**src/rtl/johnson_monitor_if.sv**
```systemverilog
// Bus bundle between a Johnson-code source and the johnson_monitor decoder.
// The master side drives samples and the error-clear strobe; the slave side
// (the monitor) returns the decoded step, the pulse flags and the lock status.
interface johnson_monitor_if #(
    parameter int WIDTH = 4,
    parameter int ERR_W = 8
);
    localparam int SW = $clog2(2 * WIDTH);

    logic             in_valid;
    logic [WIDTH-1:0] johnson_in;
    logic             err_clr;
    logic [SW-1:0]    step;
    logic             step_valid;
    logic             wrap;
    logic             locked;
    logic             seq_err;
    logic [ERR_W-1:0] err_count;

    modport master (
        output in_valid, johnson_in, err_clr,
        input  step, step_valid, wrap, locked, seq_err, err_count
    );

    modport slave (
        input  in_valid, johnson_in, err_clr,
        output step, step_valid, wrap, locked, seq_err, err_count
    );
endinterface

```
**src/rtl/johnson_monitor.sv**
```systemverilog
// Johnson-code receive monitor: decodes a sampled Johnson bus to a step index,
// tracks the expected next step, locks after a run of correct transitions and
// flags and counts sequence errors seen while locked.
//
//   state    | meaning
//   ---------+-----------------------------------------------------------
//   UNLOCKED | no reference step; waiting for any legal code
//   ACQUIRE  | reference step held; counting consecutive correct steps
//   LOCKED   | sequence trusted; deviations raise seq_err
module johnson_monitor #(
    parameter int WIDTH      = 4,
    parameter int LOCK_CNT   = 3,
    parameter int ERR_W      = 8,
    parameter int ALLOW_HOLD = 0
) (
    input logic              clk,
    input logic              rst,
    johnson_monitor_if.slave bus
);
    localparam int NSTEPS = 2 * WIDTH;
    localparam int SW     = $clog2(NSTEPS);
    localparam int RW     = $clog2(LOCK_CNT + 1);

    localparam logic [SW-1:0]    LAST_STEP  = SW'(NSTEPS - 1);
    localparam logic [RW-1:0]    RUN_TARGET = RW'(LOCK_CNT);
    localparam logic [ERR_W-1:0] ERR_MAX    = '1;

    typedef enum logic [1:0] {
        UNLOCKED = 2'd0,
        ACQUIRE  = 2'd1,
        LOCKED   = 2'd2
    } state_t;

    state_t           state_q, state_d;
    logic [SW-1:0]    step_q, step_d;
    logic [RW-1:0]    run_q, run_d;
    logic [RW-1:0]    run_inc;
    logic             step_valid_q, step_valid_d;
    logic             wrap_q, wrap_d;
    logic             seq_err_q, seq_err_d;
    logic [ERR_W-1:0] err_count_q;

    logic             code_legal;
    logic [SW-1:0]    code_step;
    logic [SW-1:0]    expected_step;
    logic             is_next;
    logic             is_hold;

    // Code for step k: low k bits set up to WIDTH, then low (k-WIDTH) bits clear.
    function automatic logic [WIDTH-1:0] pattern_of(input int k);
        logic [WIDTH-1:0] p;
        for (int b = 0; b < WIDTH; b++) begin
            p[b] = (k <= WIDTH) ? (b < k) : (b >= k - WIDTH);
        end
        return p;
    endfunction

    // Combinational decode of the sampled bus against every legal pattern.
    always_comb begin
        code_legal = 1'b0;
        code_step  = '0;
        for (int k = 0; k < NSTEPS; k++) begin
            if (bus.johnson_in == pattern_of(k)) begin
                code_legal = 1'b1;
                code_step  = SW'(k);
            end
        end
    end

    assign expected_step = (step_q == LAST_STEP) ? '0 : step_q + SW'(1);
    assign is_next       = code_legal && (code_step == expected_step);
    // A repeat of the stored step only counts as a hold when holds are enabled.
    assign is_hold       = (ALLOW_HOLD != 0) && code_legal && (code_step == step_q);
    assign run_inc       = run_q + RW'(1);

    // State register.
    always_ff @(posedge clk) begin
        if (rst) begin
            state_q <= UNLOCKED;
        end else begin
            state_q <= state_d;
        end
    end

    // Next-state logic together with the stored step and transition run.
    always_comb begin
        state_d = state_q;
        step_d  = step_q;
        run_d   = run_q;
        if (bus.in_valid) begin
            case (state_q)
                UNLOCKED: begin
                    if (code_legal) begin
                        state_d = ACQUIRE;
                        step_d  = code_step;
                        run_d   = '0;
                    end
                end
                ACQUIRE: begin
                    if (!code_legal) begin
                        state_d = UNLOCKED;
                    end else if (is_next) begin
                        step_d = code_step;
                        run_d  = run_inc;
                        if (run_inc >= RUN_TARGET) begin
                            state_d = LOCKED;
                        end
                    end else if (!is_hold) begin
                        step_d = code_step;
                        run_d  = '0;
                    end
                end
                LOCKED: begin
                    if (!code_legal) begin
                        state_d = UNLOCKED;
                    end else if (is_next) begin
                        step_d = code_step;
                    end else if (!is_hold) begin
                        state_d = ACQUIRE;
                        step_d  = code_step;
                        run_d   = '0;
                    end
                end
                default: begin
                    state_d = UNLOCKED;
                end
            endcase
        end
    end

    // Pulse outputs derived from the current state and the decoded sample.
    always_comb begin
        step_valid_d = 1'b0;
        wrap_d       = 1'b0;
        seq_err_d    = 1'b0;
        if (bus.in_valid) begin
            step_valid_d = code_legal;
            wrap_d       = (state_q != UNLOCKED) && is_next && (code_step == '0);
            seq_err_d    = (state_q == LOCKED) && !is_next && !is_hold;
        end
    end

    // Registered datapath: stored step, run counter, pulses and error counter.
    always_ff @(posedge clk) begin
        if (rst) begin
            step_q       <= '0;
            run_q        <= '0;
            step_valid_q <= 1'b0;
            wrap_q       <= 1'b0;
            seq_err_q    <= 1'b0;
            err_count_q  <= '0;
        end else begin
            step_q       <= step_d;
            run_q        <= run_d;
            step_valid_q <= step_valid_d;
            wrap_q       <= wrap_d;
            seq_err_q    <= seq_err_d;
            if (bus.err_clr) begin
                err_count_q <= '0;
            end else if (seq_err_d && (err_count_q != ERR_MAX)) begin
                err_count_q <= err_count_q + ERR_W'(1);
            end
        end
    end

    assign bus.step       = step_q;
    assign bus.step_valid = step_valid_q;
    assign bus.wrap       = wrap_q;
    assign bus.seq_err    = seq_err_q;
    assign bus.err_count  = err_count_q;
    assign bus.locked     = (state_q == LOCKED);
endmodule

```
**src/flat_wrapper.sv**
```systemverilog
// flat-port wrapper written by rule: the top's interface ports become plain ports
module johnson_monitor_flat 
#(
    parameter int WIDTH      = 4,
    parameter int LOCK_CNT   = 3,
    parameter int ERR_W      = 8,
    parameter int ALLOW_HOLD = 0
)
  (clk, rst, bus_in_valid, bus_johnson_in, bus_err_clr, bus_step, bus_step_valid, bus_wrap, bus_locked, bus_seq_err, bus_err_count);
  johnson_monitor_if #(.WIDTH(WIDTH), .ERR_W(ERR_W)) bus_i ();
  input logic clk;
  input logic rst;
  input wire logic [$bits(bus_i.in_valid)-1:0] bus_in_valid;
  input wire logic [$bits(bus_i.johnson_in)-1:0] bus_johnson_in;
  input wire logic [$bits(bus_i.err_clr)-1:0] bus_err_clr;
  output wire logic [$bits(bus_i.step)-1:0] bus_step;
  output wire logic [$bits(bus_i.step_valid)-1:0] bus_step_valid;
  output wire logic [$bits(bus_i.wrap)-1:0] bus_wrap;
  output wire logic [$bits(bus_i.locked)-1:0] bus_locked;
  output wire logic [$bits(bus_i.seq_err)-1:0] bus_seq_err;
  output wire logic [$bits(bus_i.err_count)-1:0] bus_err_count;
  assign bus_i.in_valid = bus_in_valid;
  assign bus_i.johnson_in = bus_johnson_in;
  assign bus_i.err_clr = bus_err_clr;
  assign bus_step = bus_i.step;
  assign bus_step_valid = bus_i.step_valid;
  assign bus_wrap = bus_i.wrap;
  assign bus_locked = bus_i.locked;
  assign bus_seq_err = bus_i.seq_err;
  assign bus_err_count = bus_i.err_count;
  johnson_monitor #(.WIDTH(WIDTH), .LOCK_CNT(LOCK_CNT), .ERR_W(ERR_W), .ALLOW_HOLD(ALLOW_HOLD)) u_core (.clk(clk), .rst(rst), .bus(bus_i));
endmodule
```
**config.mk**
```make
export PLATFORM = sky130hd
export DESIGN_NAME = johnson_monitor_flat
export DESIGN_NICKNAME = d
export VERILOG_FILES = /design/src/rtl/johnson_monitor_if.sv /design/src/rtl/johnson_monitor.sv /design/src/flat_wrapper.sv
export SDC_FILE = /design/constraint.sdc
export NUM_CORES = 1
export LEC_CHECK = 0
export BUFFER_PORTS_ARGS = -buffer_cell sky130_fd_sc_hd__buf_2
export CAP_MARGIN = 20
export CORE_ASPECT_RATIO = 0.8
export CORE_MARGIN = 2
export CORE_UTILIZATION = 53
export CTS_CLUSTER_SIZE = 20
export DETAILED_ROUTE_END_ITERATION = 10
export GPL_TIMING_DRIVEN = 1
export PLACE_DENSITY = 0.79
export SYNTH_ARGS = -nofsm -noshare
export SYNTH_HDL_FRONTEND = slang
export SYNTH_SLANG_ARGS = --single-unit
```
**constraint.sdc**
```tcl
create_clock -name clk -period 3 [get_ports clk]
set_input_delay 0.3 -clock clk [delete_from_list [all_inputs] [get_ports clk]]
set_output_delay 0.3 -clock clk [all_outputs]
set_load 0.01 [all_outputs]
```
Yosys cells after proc, flatten, opt, wreduce, memory -nomap -nowiden
Index checks and enable logic that the tools add are counted.
{"block": "word_totals", "ff_bits": 18, "inputBits": 8, "out_inout_bits": 15, "wordCells": 78}
{"block": "classes", "add_sub_neg": 3, "magnitude_cmp": 1, "eq_ne": 19, "mux": 30, "bitwise": 1, "reduce_logical": 17}
{"op": "2-bit two-way mux", "count": 11}
{"op": "3-bit two-way mux", "count": 7}
{"op": "4-bit == test, second input constant", "count": 4}
{"op": "2-bit case mux with 3 select lines", "count": 2}
{"op": "1-bit two-way mux", "count": 10}
{"op": "3-bit inequality test, second input constant", "count": 3}
{"op": "8-bit by 1-bit adder with 8-bit output, second input constant", "count": 1}
{"op": "8-bit inequality test, second input constant", "count": 1}
{"op": "2-bit by 1-bit inequality test with 1-bit output, second input constant", "count": 3}
{"op": "6-bit AND reduction", "count": 1}
{"op": "1-bit logical AND", "count": 5}
{"op": "5-bit AND reduction", "count": 1}
{"op": "4-bit by 1-bit == test with 1-bit output, second input constant", "count": 1}
{"op": "4-bit by 2-bit == test with 1-bit output, second input constant", "count": 1}
{"op": "4-bit by 3-bit == test with 1-bit output, second input constant", "count": 1}
{"op": "4-bit zero test", "count": 1}
{"op": "2-bit OR reduction", "count": 2}
{"op": "3-bit by 1-bit adder with 3-bit output, second input constant", "count": 1}
{"op": "3-bit == test", "count": 1}
{"op": "3-bit == test, second input constant", "count": 1}
{"op": "3-bit zero test", "count": 1}
{"op": "3-bit AND reduction", "count": 1}
{"op": "3-bit nonzero test", "count": 1}
{"op": "3-bit OR reduction", "count": 1}
{"op": "other kinds (9)", "count": 9}

Longest topological paths before layout
Gate-level depths: netlist of the first run.
{"block": "logic_depth", "ltp_word": 14, "mapped_depth": 9, "ltp_nobuf": 8}

Worst setup path before layout of the first run
OpenSTA, ideal clock, no wires.
{"block": "synth_timing", "path_kind": "register to register", "start": "register u_core.step_q[0], in the netlist u_core.bus.step[0]", "end": "register u_core.err_count_q[4], in the netlist u_core.bus.err_count[4]", "setup_ns": 0.070, "arrival_ns": 2.067, "t_required_ns": 2.930, "slack_ns": 0.864, "path_stages_with_launch": 9, "path_buffers": 0, "period_less_slack_ns": 2.136, "cell_sequence": "dfxtp_1 -> ha_1 -> ha_1 -> and4b_1 -> a21oi_1 -> o32a_1 -> a211oi_2 -> or4_1 -> a21oi_1"}
{"block": "synth_between", "elab_chain_len": 8, "elab_cells_between_ends": 9, "classes_between": "add/sub: 1; eq/ne: 2; mux: 2; reduce/logical: 4"}
{"item": "from (decl)", "line_no": "johnson_monitor.sv:35", "rtl": "logic [SW-1:0] step_q, step_d;"}
{"item": "from (signal assigned)", "line_no": "johnson_monitor.sv:153", "rtl": "step_q <= step_d;"}
{"item": "3-bit by 1-bit adder with 3-bit output or 3-bit == test (tied branches)", "line_no": "johnson_monitor.sv:70", "rtl": "assign expected_step = (step_q == LAST_STEP) ? '0 : step_q + SW'(1);"}
{"item": "3-bit two-way mux *", "line_no": "johnson_monitor.sv:70"}
{"item": "3-bit == test *", "line_no": "johnson_monitor.sv:71", "rtl": "assign is_next = code_legal && (code_step == expected_step);"}
{"item": "1-bit logical AND *", "line_no": "johnson_monitor.sv:71"}
{"item": "1-bit zero test *", "line_no": "johnson_monitor.sv:139", "rtl": "seq_err_d = (state_q == LOCKED) && !is_next && !is_hold;"}
{"item": "1-bit logical AND *", "line_no": "johnson_monitor.sv:139"}
{"item": "1-bit two-way mux *", "line_no": "johnson_monitor.sv:136", "rtl": "if (bus.in_valid) begin"}
{"item": "1-bit logical AND *", "line_no": "johnson_monitor.sv:160", "rtl": "end else if (seq_err_d && (err_count_q != ERR_MAX)) begin"}
{"item": "to (signal assigned)", "line_no": "johnson_monitor.sv:161", "rtl": "err_count_q <= err_count_q + ERR_W'(1);"}
{"item": "to (decl)", "line_no": "johnson_monitor.sv:41", "rtl": "logic [ERR_W-1:0] err_count_q;"}
Mark *: on every way between the ends. The rest lies on a longest branch, timed or not.
A chain may end at the register's enable or synchronous reset.

Worst setup path in the final report of the first run
Ends and elaborated chain as after synthesis.

==> impl_metrics.toml, run 1 <==
[job]
drv_cap = 0

[layout]
diodes = 0
layout.nets = 170
layout-drive-gt1-share_pct = 22.3
area_growth_syn_to_layout_pct = 13.8
final_area_sq_um = 1240

[logic_synthesis]
yosysTopAreaCell = "dfxtp_1"
synthTopCellsByArea = "dfxtp_1 (33%), nand2_1 (5.9%), a21oi_1 (5.5%)"
synth.most_common_cell = "dfxtp_1"
synthTopCellsByCount = "dfxtp_1 (18), nand2_1 (17), a21oi_1 (12), nor2_1 (9), nand3_1 (7)"
yosys.area.top_type_share_pct = 33.1
synth_enable_flop_cells = 0
syn-cell-area_sq_um = 1090
yosysUniqueCellTypes = 41
ys_warn_count = 0
synth_fp_nets = 147
synth_seq_area_share_pct = 33.1
async_flop_share_pct = 0
synth-seq-cells = 18
ys.flop_type = "dfxtp_1"
synth_area_per_cell_sq_um = 8.07
synth_cells = 135

[worst_setup_path]
worstSetupPathType = "reg2reg"
crit_path_start = "u_core.bus.step[0]$_SDFFE_PP0P_"
cp_data_arrival_time_ps = 2630
end_kind = "register"
crit_fanout = 18
start_kind = "register"
r2r_start = "u_core.bus.step[0]$_SDFFE_PP0P_"
critPathRequiredTime_ps = 3220

[floorplanning]
core_sq_um = 1910
fp.dieH_microns = 44.6
initial_utilization_pct = 57.1
rows = 14
num_io_pins = 23
die_area_sq_um = 2440
die_w_microns = 54.7

[timing]
timing.final.crit_share_pct = 80.2
drv_slew = 0
setup-tns-final_ps = 0
slew_headroom_pct = 78.6
fin_skew_ps = 5.32
rsz0062_at_grt = "no"
fin_crit_ps = 2410
worst_pin_slew_ps = 316
fmax_mhz = 416
finalSetupViolCount = 0
finalHoldViolCount = 0

[clock_tree]
path_clk_slew_ps = 100
cts_buffers = 3
cts_tree = "built"
hold_buffers = 0
cts_sinks = 18
cts_setup_buffers = 0
clock_latency_ps = 290
clockBufferDepth = 2
cts_resized = 0
h-tree-depth = 1
cts_root_buffer = "clkbuf_4"

[route]
routed_via_density = 5.93
ant_nets = 0
drcViolationCount = 0
wl_mm = 2.45
vias = 1074
firstDrtPassIters = 4
drt_iter0_drc = 23
wire_per_inst_microns = 13.5

[power]
swShare_pct = 26.5
power_switching_uw = 124
peakVddDrop_mv = 0.366
p_per_area_nw_per_um2 = 377
leakagePower_nw = 0.509
p_seq_share_pct = 52.7
p_int_uw = 344
pwr-share-comb_pct = 15.6
clkPwrFrac_pct = 31.7

[grt]
first_global_vias = 890
grt.overflow.total = 0
grt_max_degree = 19
grt_first_pass_wirelength_mm = 3.90
antenna_found_initial = 0
grtUsageTotal_pct = 21.8

[outcome]
outcome = "complete, no violations"

[place]
dp_hpwl_mm = 1.81
place_congestion = 0.836
port_buffers = 22
place_area_sq_um = 1200

[worst_hold_path]
holdCritPathClass = "in2reg"
hold_start = "bus_err_clr"
## sequential cells by signal (all words and copies together), names as in the netlist
| signal | cells |
|---|---|
| u_core.bus.seq_err | 1 |
| u_core.bus.err_count | 8 |
| u_core.state_q | 2 |
| u_core.bus.step | 3 |
| u_core.bus.wrap | 1 |
| u_core.bus.step_valid | 1 |
| u_core.run_q | 2 |
## final timing paths
check	end	slack [ps]	cells after the start
max	u_core.bus.err_count[4]$_SDFFE_PP0P_	590	9
max reg2reg	u_core.bus.err_count[4]$_SDFFE_PP0P_	590	9
min reg2reg	u_core.bus.err_count[5]$_SDFFE_PP0P_	500	2
min	u_core.bus.err_count[1]$_SDFFE_PP0P_	320	4
## per-stage QoR
step                power [mW]  std cells  hold slack [ps]  utilization [%]  worst slack, ps
finish                   0.467        181              320             64.9              594
global route             0.492        181              321             64.9              496
CTS                      0.471        181              303             64.9              615
detailed placement       0.323        177              485             63.0              652
global placement         0.321        177              469             63.0              736
floorplan                0.304        135              463                -              864
## cell usage in the layout (no fill, tap or decap), drive strengths merged, types with 2 or more instances in the layout
cell,n
nor4,2
or4,4
a211oi,3
nor2b,2
or3,3
nor2,9
dfxtp,18
and2,2
buf,23
o21bai,2
nand2,17
nand2b,5
o21ai,7
clkbuf,4
o31ai,5
o211ai,5
inv,3
nand3,7
ha,4
or2,3
and3,4
a21oi,13
## power by group through the flow
stage	logic, mW	registers (mW)	clock network (mW)
after floorplan	0.0520	0.252	0
after global placement	0.0695	0.251	0
after detailed placement	0.0711	0.252	0
after CTS	0.0719	0.246	0.153
after global routing	0.0804	0.247	0.164
final	0.0727	0.246	0.148
## cell families (layout without fill, tap and decap cells)
logic type	after synthesis	in the layout	share of synthesized area (%)
buf+inv	8	30	4.13
compound gates	39	39	24.7
fa+ha+maj	4	4	4.59
xor+xnor	2	2	2.30
flops	18	18	33.1
simple gates	64	64	31.2
## cell type report
cell class,instances,area [sq um]
timing repair buffer,23,118
sequential,18,360
inverter,3,11.3
tap,24,30.0
clock buffer,4,36.3
multi-input combinational,109,684
fill,163,669
## per-layer routing
metal	share of wire (%)	GRT usage (%)	up-vias	wire (microns)
met5	0	0	-	0
met4	0.78	7.00	0	19
met3	4.6	6.08	2	113
met2	48	33.3	29	1160
met1	47	29.5	497	1150
li1	-	-	546	-
## worst max-delay path, cell delays in order (launching register included)
cell	delay, ps
dfxtp_1	360
ha_1	210
ha_1	320
and4b_1	220
a21oi_1	110
o32a_1	200
a211oi_2	70
buf_4	190
or4_1	510
a21oi_1	150
Power figures use the tool's default switching activity.
==> run 2, diff against run 1 <==
==> constraint.sdc (replaced) <==
create_clock -name clk -period 2.4 [get_ports clk]
set_input_delay 0.24 -clock clk [delete_from_list [all_inputs] [get_ports clk]]
set_output_delay 0.24 -clock clk [all_outputs]
set_load 0.01 [all_outputs]
==> run 2 against run 1 <==
Worst setup slack got worse by 520 ps. Final area up 1.7%. Combinational power rose by 29%. Sequential power is 26% higher. Global-route usage did not move. Final cell count rose by 0.55%. Clock power up 26%. Hold slack worse by 65 ps. Critical endpoint unchanged. Highest routed layer unchanged.
==> impl_metrics.toml, run 2 (synthesis results as in run 1) <==
[power]
p_per_area_nw_per_um2 = 467
peakVddDrop_mv = 0.481
leakagePower_nw = 0.511

[timing]
worst_pin_slew_ps = 315
timing.final.crit_share_pct = 96.9
setup_slack_ps = 74.2
drv_slew = 0
fin_skew_ps = 5.57
finalSetupViolCount = 0
fin_crit_ps = 2330
finalHoldViolCount = 0
slew_headroom_pct = 78.7
fmax_mhz = 430
setup-tns-final_ps = 0
rsz0062_at_grt = "no"

[route]
wire_per_inst_microns = 14.2
drt_iter0_drc = 48
firstDrtPassIters = 4
routed_via_density = 5.90
vias = 1074
drcViolationCount = 0
wl_mm = 2.58
ant_nets = 0

[worst_setup_path]
crit_slowest_cell = "or4_1"
worstSetupPathType = "reg2reg"
cp_common_cell = "a21oi_1"
crit_family = "simple AND/OR/NAND/NOR gates"
crit_chain = "ha_1 -> ha_4 -> and4b_1 -> a21oi_1 -> o32a_1 -> a211oi_2 -> buf_4 -> or4_1 -> a21oi_1"
crit_fanout = 18
r2r_start = "u_core.bus.step[0]$_SDFFE_PP0P_"
crit_buf_inv = 1
critPathRequiredTime_ps = 2630
cp_data_arrival_time_ps = 2550
end_kind = "register"
crit_path_start = "u_core.bus.step[0]$_SDFFE_PP0P_"
cp_slowest_stage_delay_ps = 510
r2r_setup_slack_ps = 70
start_kind = "register"

[grt]
grt.overflow.total = 0
top_usage_layer = "met2"
use_met3_pct = 6.08
met2_usage_pct = 33.3
grt_max_degree = 19
antenna_found_initial = 0
grt_use_met1_pct = 29.5
first_global_vias = 890
grtUsageTotal_pct = 21.8
grt_first_pass_wirelength_mm = 3.90

[clock_tree]
cts_tree = "built"
cts_root_buffer = "clkbuf_4"
cts_sinks = 18
clock_latency_ps = 290
hold_buffers = 0
cts_buffers = 3
clockBufferDepth = 2
path_clk_slew_ps = 100
h-tree-depth = 1

[layout]
layout_commonest_cell = "buf_2"
fill_cells = 159
area_growth_syn_to_layout_pct = 15.7
layout.nets = 171
diodes = 0
layout-drive-gt1-share_pct = 24.1
multi_input_area_sq_um = 697
largest_reg_flops = 8
layout_common_cells = "buf_2 (22), nand2_1 (17), dfxtp_1 (17)"
seq_area_sq_um = 362
instances_no_fill = 182

[floorplanning]
rows = 14
initial_utilization_pct = 57.1
num_io_pins = 23
die_area_sq_um = 2440
core_sq_um = 1910
fp.dieH_microns = 44.6
die_w_microns = 54.7

[worst_hold_path]
hold_start = "rst"
holdCritPathClass = "in2reg"

[job]
drv_cap = 0

[place]
port_buffers = 22
place_congestion = 0.836
dpl_worst_slack_ps = 52.1
dp.cells = 177
dp_hpwl_mm = 1.81

[outcome]
outcome = "complete, no violations"
## run 2: worst register-to-register path, cell delays in order (launching register included)
cell and delay, ps:
dfxtp_2 350, ha_1 230, ha_4 230, and4b_1 200, a21oi_1 110, o32a_1 200
a211oi_2 80, buf_4 190, or4_1 520, a21oi_1 150
## run 2: per-stage QoR
| step | power, mW | utilization, % | instance area, sq um | hold WS [ps] |
|---|---|---|---|---|
| 2_1_floorplan | 0.381 | - | 1090 | 414 |
| 3_3_place_gp | 0.401 | 63.0 | 1200 | 469 |
| 3_5_place_dp | 0.404 | 63.0 | 1200 | 485 |
| 4_1_cts | 0.589 | 64.9 | 1240 | 243 |
| 5_1_grt | 0.619 | 66.1 | 1260 | 260 |
| 6_report | 0.590 | 66.1 | 1260 | 254 |
## run 2: repair_timing
| action | 4_1_cts | 5_1_grt |
|---|---|---|
| gates resized for setup | 0 | 2 |
| buffers inserted | 0 | 1 |
| setup endpoints to repair | 0 | 3 |
## run 2: path summary, 6_finish.rpt
check / endpoint / cells after the start
max: u_core.bus.err_count[4]$_SDFFE_PP0P_ / 9
min: u_core.bus.step[0]$_SDFFE_PP0P_ / 2
max reg2reg: u_core.bus.err_count[4]$_SDFFE_PP0P_ / 9
min reg2reg: u_core.bus.step[0]$_SDFFE_PP0P_ / 2
## run 2: routing by layer
metal / routed length [microns] / part of all wire, %
met4: 19 / 0.74
met1: 1200 / 47
met5: 0 / 0
met2: 1270 / 49
met3: 89 / 3.5
## run 2: power by group
| group | internal [mW] | total, mW | switching [mW] |
|---|---|---|---|
| sequential | 0.303 | 0.309 | 0.00550 |
| clock | 0.0924 | 0.187 | 0.0942 |
| combinational | 0.0360 | 0.0940 | 0.0580 |
## run 2: cell type report
| cell class | count | share of cell area [%] |
|---|---|---|
| multi-input combinational | 109 | 55.3 |
| sequential | 18 | 28.7 |
| timing repair buffer | 24 | 9.92 |
| clock buffer | 4 | 2.88 |
| tap | 24 | 2.38 |
| inverter | 3 | 0.893 |
